### src/rtl/lsu_riscv_pkg.sv
// Shared RISC-V definitions used by the decoder and the load-store unit.
// Holds the load/store size encodings, the LSU state type and the alignment check.
package lsu_riscv_pkg;

    localparam logic [2:0] LDST_B  = 3'b000;
    localparam logic [2:0] LDST_H  = 3'b001;
    localparam logic [2:0] LDST_W  = 3'b010;
    localparam logic [2:0] LDST_BU = 3'b100;
    localparam logic [2:0] LDST_HU = 3'b101;

    typedef enum logic [1:0] {
        ST_IDLE        = 2'd0,
        ST_WAIT_GNT    = 2'd1,
        ST_WAIT_RVALID = 2'd2
    } lsu_state_t;

    // Size codes outside B/H/BU/HU are treated as word accesses.
    function automatic logic lsu_misaligned(input logic [2:0] size, input logic [1:0] off);
        case (size)
            LDST_B, LDST_BU: lsu_misaligned = 1'b0;
            LDST_H, LDST_HU: lsu_misaligned = off[0];
            default:         lsu_misaligned = (off != 2'b00);
        endcase
    endfunction

endpackage

### src/rtl/lsu_riscv_if.sv
// Data memory port: request/grant/response handshake between the LSU and memory.
interface lsu_riscv_if;
    logic        data_req_o;
    logic        data_we_o;
    logic [3:0]  data_be_o;
    logic [31:0] data_addr_o;
    logic [31:0] data_wdata_o;
    logic        data_gnt_i;
    logic        data_rvalid_i;
    logic [31:0] data_rdata_i;

    modport master (
        output data_req_o, data_we_o, data_be_o, data_addr_o, data_wdata_o,
        input  data_gnt_i, data_rvalid_i, data_rdata_i
    );

    modport slave (
        input  data_req_o, data_we_o, data_be_o, data_addr_o, data_wdata_o,
        output data_gnt_i, data_rvalid_i, data_rdata_i
    );
endinterface

### src/rtl/lsu_riscv_data_align.sv
// Combinational byte/half/word formatting: store lanes and byte enables, load extension.
module lsu_data_align
    import lsu_riscv_pkg::*;
(
    input  logic [2:0]  size,
    input  logic [1:0]  off,
    input  logic [31:0] st_data,
    input  logic [31:0] ld_word,
    output logic [3:0]  be,
    output logic [31:0] wdata,
    output logic [31:0] ld_data
);
    logic [7:0]  ld_byte;
    logic [15:0] ld_half;

    always_comb begin
        be    = 4'b1111;
        wdata = st_data;
        case (size)
            LDST_B, LDST_BU: begin
                be    = 4'b0001 << off;
                wdata = {4{st_data[7:0]}};
            end
            LDST_H, LDST_HU: begin
                be    = off[1] ? 4'b1100 : 4'b0011;
                wdata = {2{st_data[15:0]}};
            end
            default: ;
        endcase
    end

    always_comb begin
        ld_byte = ld_word[7:0];
        case (off)
            2'd1:    ld_byte = ld_word[15:8];
            2'd2:    ld_byte = ld_word[23:16];
            2'd3:    ld_byte = ld_word[31:24];
            default: ;
        endcase
        ld_half = off[1] ? ld_word[31:16] : ld_word[15:0];
    end

    always_comb begin
        case (size)
            LDST_B:  ld_data = {{24{ld_byte[7]}}, ld_byte};
            LDST_BU: ld_data = {24'h0, ld_byte};
            LDST_H:  ld_data = {{16{ld_half[15]}}, ld_half};
            LDST_HU: ld_data = {16'h0, ld_half};
            default: ld_data = ld_word;
        endcase
    end
endmodule

### src/rtl/lsu_riscv.sv
// Load-store unit: drives the data memory handshake and stalls the core until
// the access completes. Misaligned accesses are flagged and never issued.
module lsu_riscv
    import lsu_riscv_pkg::*;
(
    input  logic        clk_i,
    input  logic        arstn_i,
    input  logic        lsu_req_i,
    input  logic        lsu_we_i,
    input  logic [2:0]  lsu_size_i,
    input  logic [31:0] lsu_addr_i,
    input  logic [31:0] lsu_data_i,
    output logic [31:0] lsu_data_o,
    output logic        lsu_stall_req_o,
    output logic        lsu_misaligned_o,
    lsu_riscv_if.master dmem
);
    lsu_state_t  state_q, state_d;
    logic        we_q;
    logic [2:0]  size_q;
    logic [1:0]  off_q;

    logic        is_idle, mis, start, req;
    logic        sel_we;
    logic [2:0]  sel_size;
    logic [1:0]  sel_off;
    logic [3:0]  be_w;
    logic [31:0] wdata_w, ld_w;

    assign is_idle = (state_q == ST_IDLE);
    assign mis     = lsu_misaligned(lsu_size_i, lsu_addr_i[1:0]);
    assign start   = is_idle & lsu_req_i & ~mis;

    // Live controls in IDLE, captured copies once the access is in flight.
    assign sel_we   = is_idle ? lsu_we_i          : we_q;
    assign sel_size = is_idle ? lsu_size_i        : size_q;
    assign sel_off  = is_idle ? lsu_addr_i[1:0]   : off_q;

    lsu_data_align u_align (
        .size    (sel_size),
        .off     (sel_off),
        .st_data (lsu_data_i),
        .ld_word (dmem.data_rdata_i),
        .be      (be_w),
        .wdata   (wdata_w),
        .ld_data (ld_w)
    );

    always_comb begin
        state_d = state_q;
        case (state_q)
            ST_IDLE:        if (start) state_d = dmem.data_gnt_i ? ST_WAIT_RVALID : ST_WAIT_GNT;
            ST_WAIT_GNT:    if (dmem.data_gnt_i) state_d = ST_WAIT_RVALID;
            ST_WAIT_RVALID: if (dmem.data_rvalid_i) state_d = ST_IDLE;
            default:        state_d = ST_IDLE;
        endcase
    end

    always_ff @(posedge clk_i or negedge arstn_i) begin
        if (!arstn_i) begin
            state_q <= ST_IDLE;
            we_q    <= 1'b0;
            size_q  <= 3'b000;
            off_q   <= 2'b00;
        end else begin
            state_q <= state_d;
            if (start) begin
                we_q   <= lsu_we_i;
                size_q <= lsu_size_i;
                off_q  <= lsu_addr_i[1:0];
            end
        end
    end

    // Gating with arstn_i lets the bus and stall drop the moment reset asserts.
    assign req = arstn_i & (start | (state_q == ST_WAIT_GNT));

    assign dmem.data_req_o   = req;
    assign dmem.data_we_o    = req & sel_we;
    assign dmem.data_be_o    = req ? be_w : 4'b0000;
    assign dmem.data_addr_o  = req ? {lsu_addr_i[31:2], 2'b00} : 32'h0;
    assign dmem.data_wdata_o = req ? wdata_w : 32'h0;

    always_comb begin
        lsu_stall_req_o = 1'b0;
        case (state_q)
            ST_IDLE:        lsu_stall_req_o = start;
            ST_WAIT_GNT:    lsu_stall_req_o = 1'b1;
            ST_WAIT_RVALID: lsu_stall_req_o = ~dmem.data_rvalid_i;
            default:        lsu_stall_req_o = 1'b0;
        endcase
        lsu_stall_req_o = lsu_stall_req_o & arstn_i;
    end

    assign lsu_misaligned_o = arstn_i & is_idle & lsu_req_i & mis;

    assign lsu_data_o = ((state_q == ST_WAIT_RVALID) & dmem.data_rvalid_i & ~we_q) ? ld_w : 32'h0;
endmodule

### src/flat_wrapper.sv
// flat-port wrapper written by rule: the top's interface ports become plain ports
module lsu_riscv_flat import lsu_riscv_pkg::*;
  (clk_i, arstn_i, lsu_req_i, lsu_we_i, lsu_size_i, lsu_addr_i, lsu_data_i, lsu_data_o, lsu_stall_req_o, lsu_misaligned_o, dmem_data_req_o, dmem_data_we_o, dmem_data_be_o, dmem_data_addr_o, dmem_data_wdata_o, dmem_data_gnt_i, dmem_data_rvalid_i, dmem_data_rdata_i);
  lsu_riscv_if dmem_i ();
  input  logic clk_i;
  input  logic arstn_i;
  input  logic lsu_req_i;
  input  logic lsu_we_i;
  input  logic [2:0] lsu_size_i;
  input  logic [31:0] lsu_addr_i;
  input  logic [31:0] lsu_data_i;
  output logic [31:0] lsu_data_o;
  output logic lsu_stall_req_o;
  output logic lsu_misaligned_o;
  output wire logic [$bits(dmem_i.data_req_o)-1:0] dmem_data_req_o;
  output wire logic [$bits(dmem_i.data_we_o)-1:0] dmem_data_we_o;
  output wire logic [$bits(dmem_i.data_be_o)-1:0] dmem_data_be_o;
  output wire logic [$bits(dmem_i.data_addr_o)-1:0] dmem_data_addr_o;
  output wire logic [$bits(dmem_i.data_wdata_o)-1:0] dmem_data_wdata_o;
  input wire logic [$bits(dmem_i.data_gnt_i)-1:0] dmem_data_gnt_i;
  input wire logic [$bits(dmem_i.data_rvalid_i)-1:0] dmem_data_rvalid_i;
  input wire logic [$bits(dmem_i.data_rdata_i)-1:0] dmem_data_rdata_i;
  assign dmem_data_req_o = dmem_i.data_req_o;
  assign dmem_data_we_o = dmem_i.data_we_o;
  assign dmem_data_be_o = dmem_i.data_be_o;
  assign dmem_data_addr_o = dmem_i.data_addr_o;
  assign dmem_data_wdata_o = dmem_i.data_wdata_o;
  assign dmem_i.data_gnt_i = dmem_data_gnt_i;
  assign dmem_i.data_rvalid_i = dmem_data_rvalid_i;
  assign dmem_i.data_rdata_i = dmem_data_rdata_i;
  lsu_riscv u_core (.clk_i(clk_i), .arstn_i(arstn_i), .lsu_req_i(lsu_req_i), .lsu_we_i(lsu_we_i), .lsu_size_i(lsu_size_i), .lsu_addr_i(lsu_addr_i), .lsu_data_i(lsu_data_i), .lsu_data_o(lsu_data_o), .lsu_stall_req_o(lsu_stall_req_o), .lsu_misaligned_o(lsu_misaligned_o), .dmem(dmem_i));
endmodule
### config.mk
export PLATFORM = sky130hd
export DESIGN_NAME = lsu_riscv_flat
export DESIGN_NICKNAME = d
export VERILOG_FILES = /design/src/rtl/lsu_riscv_pkg.sv /design/src/rtl/lsu_riscv_if.sv /design/src/rtl/lsu_riscv_data_align.sv /design/src/rtl/lsu_riscv.sv /design/src/flat_wrapper.sv
export SDC_FILE = /design/constraint.sdc
export NUM_CORES = 1
export LEC_CHECK = 0
export CAP_MARGIN = 20
export CELL_PAD_IN_SITES_DETAIL_PLACEMENT = 1
export CELL_PAD_IN_SITES_GLOBAL_PLACEMENT = 1
export CORE_UTILIZATION = 18
export CTS_CLUSTER_SIZE = 28
export DETAILED_ROUTE_END_ITERATION = 7
export PLACE_DENSITY_LB_ADDON = 0.1
export SYNTH_ARGS = -nofsm -noshare
export SYNTH_HDL_FRONTEND = slang
export SYNTH_SLANG_ARGS = --single-unit
### constraint.sdc
create_clock -name clk_i -period 2.9 [get_ports clk_i]
set_input_delay 0.435 -clock clk_i [delete_from_list [all_inputs] [get_ports clk_i]]
set_output_delay 0.435 -clock clk_i [all_outputs]
set_load 0.005 [all_outputs]
==> results_dict.tcl <==
set metrics [dict create \
    synth.avg_cell_area_um2 7.01 \
    placed_area_mm2 0.00449 \
    synthSimpleGateAreaFrac_pct 33.5 \
    routed_via_density 4.75 \
    antenna-diode-count 0 \
    p_leak_uw 0.00240 \
    cts.path.max_buffers 2 \
    grt_max_degree 49 \
    synthMuxAreaShare_pct 16.1 \
    clk_pin_slew_ns 0.04 \
    die_w_um 106 \
    yosysWarnings 0 \
    critPathLaunchType "flop" \
    synth_fa_ha_area_share_pct 0 \
    n_fill_cell 1272 \
    cts_tree "built" \
    gp_congestion 0.837 \
    worst-slew-pin-transition_ns 0.693 \
    die_area_mm2 0.0113 \
    finalHoldViolations 0 \
    r2r_start "u_core.state_q[1]" \
    crit_path_end "lsu_data_o[17]" \
    synth.distinct_cells 50 \
    crit_required_ns 2.47 \
    yosys_most_used_dff "dfrtp_1" \
    design.core.area_mm2 0.0105 \
    worstPathArrival_ns 2.43 \
    design_area_mm2 0.00481 \
    drv_cap 0 \
    clkSinkCount 8 \
    pin_count 209 \
    status "finished, final reports clean" \
    finalHoldWorstSlack_ns 0.555 \
    most-common-layout-cells "clkdlybuf4s50_1 (158), buf_4 (46), and3_1 (38), dlygate4sd2_1 (31), nand2_1 (28)" \
    firstDrtPassIters 4 \
    root_buffer "clkbuf_8" \
    setup_violations 0 \
    synth-compound-area-share_pct 32.1 \
    grt_first_pass_wirelength_mm 18.1 \
    ir_drop_mv 0.162 \
    regArea_um2 203 \
    grt_pass1_vias 3352 \
    synth_area_mm2 0.00196 \
    crit_start "u_core.state_q[1]" \
    critPathKind "flop to output port" \
    drc 0 \
    reg2reg_depth 6 \
    nets 633 \
    hpwl_mm 9.13 \
    period_minus_slack_ns 2.86 \
    ff2ff_setup_slack_ns 1.11 \
    grt_overflow_total 0 \
    die_y_um 106 \
    initial_core_util_pct 18.8 \
    insertion_delay_ns 0.23 \
    grt_use_total_pct 20.0 \
    skew_ns 0.00266 \
    drt_wl_total_mm 11.7 \
    drt_iter0_drc 64 \
    antenna_left 0 \
    min_period_over_period_pct 98.7 \
    antenna_found_initial 0 \
    tns_ns 0 \
    synth_xor_area_share_pct 0 \
    synth-edff-count 0 \
    final_layout_size_suffix_gt1_share_pct 24.1 \
    cp-end-kind "output port" \
    synth_top_family_by_area "simple AND/OR/NAND/NOR gates" \
    max_freq_ghz 0.349 \
    drv_slew 0 \
    synth-seq-cells 8 \
    numCtsBuffers 3 \
    rows 37 \
    worstPathMaxFanout 8 \
    rsz0062_at_grt "true" \
    detail_route.wl_per_cell_um 17.7 \
    r2r-end "u_core.size_q[1]" \
    syn_inst 280 \
    yosysSeqAreaShare_pct 10.2 \
    area_growth_pct 145 \
    io_buffers 206 \
    multi_input_area_mm2 0.00180 \
    hold_path.class "flop to flop" \
    power_density_mw_per_mm2 321 \
    final_common_cell "clkdlybuf4s50_1" \
    via_count 3147 \
    h-tree-depth 1 \
    max-slew-margin-rel_pct 53.7 \
    synthArstFlopShare_pct 100 \
]
## power breakdown
group          internal, uW  total, uW  switching, uW  leakage, uW
registers               142        182           40.2    0.0000942
clock network          89.8        133           42.9    0.0000216
logic                   681       1230            550      0.00229
total                   913       1550            633      0.00240
## flip-flops by register name, summed over array words and instances (netlist names)
signal          flops
u_core.state_q      2
u_core.off_q        2
u_core.we_q         1
u_core.size_q       3
## repair_timing
action / in CTS / in global routing
gates cloned: 1 / 0
hold buffers: 0 / 0
resized for setup: 89 / 40
setup endpoints to repair: 101 / 34
pin swaps: 8 / 13
buffers inserted: 8 / 7
## logic make-up after synthesis
group,count (synthesis)
other,1
AOI/OAI and AO/OA,86
DFF,8
buffers and inverters,31
muxes,29
and+or+nand+nor,125
## cell usage after synthesis, types with 2 or more instances
cell type  instances  area, um^2
o21ai_2            6        52.6
o211ai_1           2        15.0
buf_4              3        22.5
nand2_1           30         113
nor4b_1            3        26.3
o221ai_1           3        26.3
or3_1              2        12.5
dfrtp_1            8         200
a22oi_1            7        52.6
a211oi_1           8        60.1
nor3b_1            2        15.0
nor2b_1            2        12.5
buf_2              4        20.0
a21boi_0           2        15.0
mux2_2            11         124
a31oi_1            8        50.1
inv_1              5        18.8
o21a_1             2        15.0
buf_6              3        33.8
clkbuf_1          15        56.3
nand3_1            5        25.0
a222oi_1           3        30.0
and3_1            38         238
nor3_1             2        10.0
o21ai_1            5        25.0
nor2_1            30         113
o21ai_0            3        15.0
a21o_1            17         128
a21oi_1           14        70.1
mux2i_1           17         170
## final cells by class
type | count | share of cell area [%]
Inverter | 5 | 0.390
Clock buffer | 3 | 0.859
Tap cell | 136 | 3.54
Multi-Input combinational cell | 242 | 37.4
Timing Repair Buffer | 268 | 53.6
Sequential cell | 8 | 4.22
## worst max-delay path: stages, from the launching register on
cell             delay, ns
dfrtp_2               0.44
buf_6                 0.14
buf_6                 0.11
o21ai_4               0.17
buf_6                 0.13
a21boi_2              0.05
buf_4                 0.13
o211ai_1              0.28
o31ai_4               0.13
buf_6                 0.14
buf_12                0.13
a21o_1                0.15
clkdlybuf4s15_2       0.20
## worst min path at each step
stage / startpoint / to / slack, ns / depth (start not counted)
3_3_place_gp: u_core.off_q[0] / u_core.off_q[0] / 0.52 / 1
6_report: u_core.off_q[0] / u_core.off_q[0] / 0.55 / 1
5_1_grt: u_core.off_q[0] / u_core.off_q[0] / 0.58 / 1
4_1_cts: u_core.off_q[0] / u_core.off_q[0] / 0.54 / 1
2_1_floorplan: arstn_i / u_core.off_q[0] / 0.14 / 0
3_5_place_dp: u_core.off_q[0] / u_core.off_q[0] / 0.53 / 1
## layer usage
layer  vias to the layer above  track usage [%]  part of all wire (%)
met5                         -                0                     0
met4                         0             2.28                  0.92
met3                         9             5.58                   7.8
met2                       123             36.1                    49
met1                      1482             23.9                    42
li1                       1533                -                     -
## per-stage QoR
step                      power [uW]  utilization (%)  worst slack, ns  std cells
final                           1550             46.0           0.0377        662
after global routing            1660             46.0          -0.0548        662
after CTS                       1500             45.4          -0.0776        658
after detailed placement        1290             42.9           -0.491        646
after global placement          1270             42.9           -0.425        646
after floorplan                  664                -            0.602        281
Note: power is estimated with default switching activity, not from simulation.
